===== config.mk =====
export PLATFORM = sky130hd
export DESIGN_NAME = seven_seg_mux_flat
export DESIGN_NICKNAME = d
export VERILOG_FILES = /design/src/rtl/seven_seg_mux_if.sv /design/src/rtl/seven_seg_mux.sv /design/src/flat_wrapper.sv
export SDC_FILE = /design/constraint.sdc
export NUM_CORES = 1
export LEC_CHECK = 0
export ABC_CLOCK_PERIOD_IN_PS = 10150
export CAP_MARGIN = 20
export CORE_UTILIZATION = 59
export DETAILED_ROUTE_END_ITERATION = 16
export GPL_TIMING_DRIVEN = 0
export HOLD_SLACK_MARGIN = 0.06
export PLACE_DENSITY = 0.85
export RECOVER_POWER = 50
export SETUP_SLACK_MARGIN = 0.5
export SLEW_MARGIN = 15
export SYNTH_ARGS = -nofsm -noshare
export SYNTH_HDL_FRONTEND = slang
export SYNTH_SLANG_ARGS = --single-unit

===== constraint.sdc =====
create_clock -name clk -period 10.15 [get_ports clk]
set_clock_uncertainty 0.15 [all_clocks]
set_input_delay 2.03 -clock clk [delete_from_list [all_inputs] [get_ports clk]]
set_output_delay 2.03 -clock clk [all_outputs]
set_load 0.01 [all_outputs]

===== src/rtl/seven_seg_mux_if.sv =====
// rtl/seven_seg_mux_if.sv - load/ready update port between the datapath and the display driver
interface seven_seg_mux_if #(
    parameter int NUM_DIGITS = 4
);
    logic [4*NUM_DIGITS-1:0] data_in;
    logic [NUM_DIGITS-1:0]   dp_in;
    logic                    blank_en;
    logic                    load;
    logic                    ready;

    modport master (output data_in, output dp_in, output blank_en, output load, input ready);
    modport slave  (input data_in, input dp_in, input blank_en, input load, output ready);
endinterface


===== src/rtl/seven_seg_mux.sv =====
// rtl/seven_seg_mux.sv - multiplexed common-anode hex display driver with PWM and frame-aligned updates
module seven_seg_mux #(
    parameter int NUM_DIGITS = 4,
    parameter int CLK_DIV    = 10000
) (
    input  logic                  clk,
    input  logic                  rst_n,
    seven_seg_mux_if.slave        bus,
    input  logic [3:0]            bright,
    output logic [NUM_DIGITS-1:0] anodes,
    output logic [6:0]            seg,
    output logic                  dp,
    output logic                  frame_start
);
    localparam int CW = $clog2(CLK_DIV);
    localparam int IW = $clog2(NUM_DIGITS);
    localparam int DW = 4 * NUM_DIGITS;

    typedef enum logic {ST_READY, ST_PENDING} state_t;

    state_t                state_q, state_d;
    logic [CW-1:0]         cnt_q;
    logic [IW-1:0]         idx_q;
    logic [3:0]            bright_q;
    logic [DW-1:0]         pend_data_q, sh_data_q;
    logic [NUM_DIGITS-1:0] pend_dp_q, sh_dp_q;
    logic                  pend_blank_q, sh_blank_q;
    logic [NUM_DIGITS-1:0] anodes_q, anodes_d;
    logic [6:0]            seg_q, seg_dec;
    logic                  dp_q, fs_q;

    logic                  tick, boundary, accept, upper_zero, lit;
    logic [NUM_DIGITS-1:0] blank;
    logic [3:0]            nib, bright_eff;
    logic [20:0]           duty;

    assign tick      = (cnt_q == CW'(CLK_DIV - 1));
    assign boundary  = tick && (idx_q == IW'(NUM_DIGITS - 1));
    assign accept    = bus.load && (state_q == ST_READY);
    assign bus.ready = (state_q == ST_READY);

    always_comb begin
        state_d = state_q;
        case (state_q)
            ST_READY:   if (accept)   state_d = ST_PENDING;
            ST_PENDING: if (boundary) state_d = ST_READY;
            default:    state_d = ST_READY;
        endcase
    end

    always_ff @(posedge clk or negedge rst_n) begin
        if (!rst_n) state_q <= ST_READY;
        else        state_q <= state_d;
    end

    // A digit blanks only while every nibble from the top down to it is zero.
    always_comb begin
        upper_zero = 1'b1;
        blank      = '0;
        for (int i = NUM_DIGITS - 1; i >= 1; i--) begin
            upper_zero = upper_zero & (sh_data_q[4*i +: 4] == 4'h0);
            blank[i]   = sh_blank_q & upper_zero & ~sh_dp_q[i];
        end
    end

    assign nib = sh_data_q[{idx_q, 2'b00} +: 4];

    always_comb begin
        seg_dec = 7'b1111111;
        case (nib)
            4'h0: seg_dec = 7'b0000001;
            4'h1: seg_dec = 7'b1001111;
            4'h2: seg_dec = 7'b0010010;
            4'h3: seg_dec = 7'b0000110;
            4'h4: seg_dec = 7'b1001100;
            4'h5: seg_dec = 7'b0100100;
            4'h6: seg_dec = 7'b0100000;
            4'h7: seg_dec = 7'b0001111;
            4'h8: seg_dec = 7'b0000000;
            4'h9: seg_dec = 7'b0001100;
            4'hA: seg_dec = 7'b0001000;
            4'hB: seg_dec = 7'b1100000;
            4'hC: seg_dec = 7'b0110001;
            4'hD: seg_dec = 7'b1000010;
            4'hE: seg_dec = 7'b0110000;
            4'hF: seg_dec = 7'b0111000;
            default: seg_dec = 7'b1111111;
        endcase
    end

    // The slot's first cycle uses the live brightness so the latch adds no lag.
    assign bright_eff = (cnt_q == '0) ? bright : bright_q;
    assign duty       = ((21'(bright_eff) + 21'd1) * 21'(CLK_DIV)) >> 4;
    assign lit        = (21'(cnt_q) < duty);

    always_comb begin
        anodes_d = '1;
        if (!blank[idx_q] && lit) anodes_d[idx_q] = 1'b0;
    end

    always_ff @(posedge clk or negedge rst_n) begin
        if (!rst_n) begin
            cnt_q        <= '0;
            idx_q        <= '0;
            bright_q     <= '0;
            pend_data_q  <= '0;
            pend_dp_q    <= '0;
            pend_blank_q <= 1'b0;
            sh_data_q    <= '0;
            sh_dp_q      <= '0;
            sh_blank_q   <= 1'b0;
            anodes_q     <= '1;
            seg_q        <= 7'b1111111;
            dp_q         <= 1'b1;
            fs_q         <= 1'b0;
        end else begin
            cnt_q <= tick ? '0 : cnt_q + CW'(1);
            if (tick) idx_q <= (idx_q == IW'(NUM_DIGITS - 1)) ? '0 : idx_q + IW'(1);
            if (cnt_q == '0) bright_q <= bright;
            if (accept) begin
                pend_data_q  <= bus.data_in;
                pend_dp_q    <= bus.dp_in;
                pend_blank_q <= bus.blank_en;
            end
            if (boundary && state_q == ST_PENDING) begin
                sh_data_q  <= pend_data_q;
                sh_dp_q    <= pend_dp_q;
                sh_blank_q <= pend_blank_q;
            end
            anodes_q <= anodes_d;
            seg_q    <= blank[idx_q] ? 7'b1111111 : seg_dec;
            dp_q     <= blank[idx_q] | ~sh_dp_q[idx_q];
            fs_q     <= (idx_q == '0) && (cnt_q == '0);
        end
    end

    assign anodes      = anodes_q;
    assign seg         = seg_q;
    assign dp          = dp_q;
    assign frame_start = fs_q;
endmodule


===== src/flat_wrapper.sv =====
// flat-port wrapper written by rule: the top's interface ports become plain ports
module seven_seg_mux_flat 
#(
    parameter int NUM_DIGITS = 4,
    parameter int CLK_DIV    = 10000
)
  (clk, rst_n, bright, anodes, seg, dp, frame_start, bus_data_in, bus_dp_in, bus_blank_en, bus_load, bus_ready);
  seven_seg_mux_if #(.NUM_DIGITS(NUM_DIGITS)) bus_i ();
  input  logic clk;
  input  logic rst_n;
  input  logic [3:0] bright;
  output logic [NUM_DIGITS-1:0] anodes;
  output logic [6:0] seg;
  output logic dp;
  output logic frame_start;
  input wire logic [$bits(bus_i.data_in)-1:0] bus_data_in;
  input wire logic [$bits(bus_i.dp_in)-1:0] bus_dp_in;
  input wire logic [$bits(bus_i.blank_en)-1:0] bus_blank_en;
  input wire logic [$bits(bus_i.load)-1:0] bus_load;
  output wire logic [$bits(bus_i.ready)-1:0] bus_ready;
  assign bus_i.data_in = bus_data_in;
  assign bus_i.dp_in = bus_dp_in;
  assign bus_i.blank_en = bus_blank_en;
  assign bus_i.load = bus_load;
  assign bus_ready = bus_i.ready;
  seven_seg_mux #(.NUM_DIGITS(NUM_DIGITS), .CLK_DIV(CLK_DIV)) u_core (.clk(clk), .rst_n(rst_n), .bus(bus_i), .bright(bright), .anodes(anodes), .seg(seg), .dp(dp), .frame_start(frame_start));
endmodule

==> metrics <==
status=finished with violations; failing checks=max-capacitance violations, max-slew violations; worst-margin pin slew=3.187 ns; CTS tree=yes; Synth Warn #=0; CP bufs+invs=4; first-pass GRT wire length=13,990 µm; layout cells sized above 1=20.83%; post-route cell area=5106 µm²; Vias/cell=5.646; Gate Count Post-Synth=374; Hold Crit Class=flop to flop; Starting Density=60.77%; grt ovf=0; row count=31; Placed Area=4943 µm²; WL final=8332 µm; CP max stage cell=mux2i_1; n_diodes=0; Async SR Flop Fraction=100.0%; #FFs+latches synth=76; Detail Placement HPWL=6414 µm; CTS buffer count=9; Critical Path End Type=flop; CP peak stage delay=0.58 ns; DR DRC count=0; final setup fails=0; synth unique cells=56; H-tree levels=3; DRT Pass-1 Iters=4; Final Hold Viols=0; clk sinks=76; WP data required=10.28 ns; crit start category=input pin; die height=88.20 µm; leak pwr=0.002374 µW; Clock Tree Root=clkbuf_8; Die X=88.20 µm; FMAX=126.1 MHz; Synth Flop Type=dfrtp_1; CTS resizes=0; commonest non-fill, non-tap cell in the layout=dfrtp_1; Worst path most repeated cell=ha_1; NumNets Final=505; initial antenna violation count=0; total nets after synthesis=452; CP Cell Sequence=clkdlybuf4s50_1 -> mux2i_1 -> inv_1 -> ha_1 -> xnor2_1 -> inv_1 -> fa_1 -> inv_1 -> ha_1 -> ha_1 -> ha_1 -> a211o_1 -> nor2_1 -> mux2i_1 -> o21ai_1 -> o21ai_0 -> xnor2_1 -> ha_1 -> and4_1 -> nand2_1 -> a2111oi_0 -> a311oi_2 -> a21oi_1; hold buffers post-CTS=0; area of the core=7214 µm²; Max-cap violations=1; global placement routability congestion=0.8226; EDFF count, synth=0; Tmin final=7.931 ns; Port-buffer cells=41; GRT Util Overall=23.77%; die area=7779 µm²; cell area after synthesis=4384 µm²; DRT antenna net count=0; clock tree buffer depth=2; Critical Path Fanout Max=6; Synth Area per Inst=11.72 µm²; RSZ-0062 raised after global routing=false; sequential cell area fraction in the yosys report=43.72%; Slew Viols, Final=63; R2R Setup Slk=2.66 ns; pwr/cell area=132.3 nW/µm²; post-CTS setup buffers=0; most frequent cells in the layout=dfrtp_1 (64), ha_1 (47), mux2_2 (42); Routed wire per std cell=15.69 µm; Area growth syn-to-layout=16.47%; CP top delay family=adder cells; Setup TNS=0 ns; vias in the first global route=3,015; VDD IR max=86.43 µV; largest net degree at the start of global routing=63; WP data arrival=8.06 ns; critical path type=input pin to flop; Ports=42; routed vias=2,998; Slew HR=-112.5%; clock-pin slew on the worst setup and hold paths=0.09 ns; Worst-Skew Late Latency=0.35 ns; starting DRC count in detailed routing=162; final period utilization=78.14%
metrics by stage:
step / cells / util, % / worst slack [ns] / hold slack [ns] / total power [µW]
final: 531 / 70.78 / 2.219 / 0.3428 / 675.4
after global routing: 531 / 70.78 / 1.874 / 0.3770 / 709.7
after CTS: 531 / 71.38 / 2.262 / 0.3433 / 683.1
after detailed placement: 515 / 68.52 / 1.869 / 0.3217 / 442.6
after global placement: 514 / 68.18 / 2.035 / 0.3147 / 434.9
after floorplan: 374 / - / 3.238 / 0.2960 / 402.8
logic make-up after synthesis:
logic type | after synthesis | share of synthesized area (%)
adder cells (fa/ha/maj) | 50 | 14.78
buffers and inverters | 34 | 3.881
AO/OA/AOI/OAI | 50 | 7.363
multiplexers | 57 | 15.84
AND/OR/NAND/NOR | 86 | 10.22
XOR/XNOR | 21 | 4.195
flip-flops | 76 | 43.72
registers in the layout, summed over array words and instances, names as in the netlist:
register,count
u_core.anodes,4
u_core.pend_dp_q,4
u_core.pend_blank_q,1
u_core.dp,1
u_core.cnt_q,14
u_core.frame_start,1
u_core.sh_data_q,16
u_core.state_q,1
u_core.seg,7
u_core.sh_dp_q,4
u_core.pend_data_q,16
u_core.idx_q,2
u_core.sh_blank_q,1
u_core.bright_q,4
routing by layer:
layer | part of all wire, % | global-route usage [%] | vias up
li1 | - | - | 1436
met1 | 47 | 31.88 | 1462
met2 | 48 | 37.13 | 78
met3 | 3.5 | 4.995 | 22
met4 | 2.2 | 11.00 | 0
met5 | 0 | 0 | -
Yosys cell counts (3+ instances only):
cell      number  area, µm²
a211oi_1       3      22.52
a21oi_1       18      90.09
and3_1         5      31.28
clkbuf_1       3      11.26
dfrtp_1       64       1602
dfstp_2       12      315.3
fa_1           3      60.06
ha_1          47      588.1
inv_1         22      82.58
mux2_2        42      473.0
mux2i_1        8      80.08
mux4_2         4      90.09
nand2_1       24      90.09
nand3_1       12      60.06
nor2_1        19      71.32
nor2b_1        4      25.02
nor3b_1        3      22.52
o21ai_0        7      35.03
o221ai_1       3      26.28
o22ai_1        4      25.02
or2_2          3      18.77
xnor2_1       14      122.6
xor2_1         7      61.31
layout make-up:
class,count,area [µm²]
multi-input cells,264,2291
inverters,23,87.58
fillers,522,2108
clock buffers,9,123.9
flip-flops and latches,76,1917
clock inverters,7,82.58
repair buffers,42,407.9
plain buffers,11,72.57
well taps,99,123.9
report_power, final:
part | leakage, µW | internal (µW) | total (µW) | switching (µW)
Clock | 0.000104 | 118 | 239 | 121
Sequential | 0.000957 | 314 | 320 | 6.41
Combinational | 0.00131 | 56.3 | 116 | 59.6
worst min-delay path: stages (launching register included):
cell     delay (ns)
dfrtp_1        0.35
nand2_1        0.05
o21ai_0        0.06
worst paths after layout:
kind / startpoint / end / depth (start not counted)
max: bright[0] / u_core.anodes[3]$_DFF_PN1_ / 23
min: u_core.pend_dp_q[1]$_DFFE_PN0P_ / u_core.sh_dp_q[1]$_DFFE_PN0P_ / 2
max reg2reg: u_core.cnt_q[0]$_DFF_PN0_ / u_core.anodes[3]$_DFF_PN1_ / 26
min reg2reg: u_core.pend_dp_q[1]$_DFFE_PN0P_ / u_core.sh_dp_q[1]$_DFFE_PN0P_ / 2
max in group asynchronous: rst_n / u_core.cnt_q[2]$_DFF_PN0_ / 2
min in group asynchronous: rst_n / u_core.bright_q[0]$_DFF_PN0_ / 1
(Power assumes the default switching activity.)
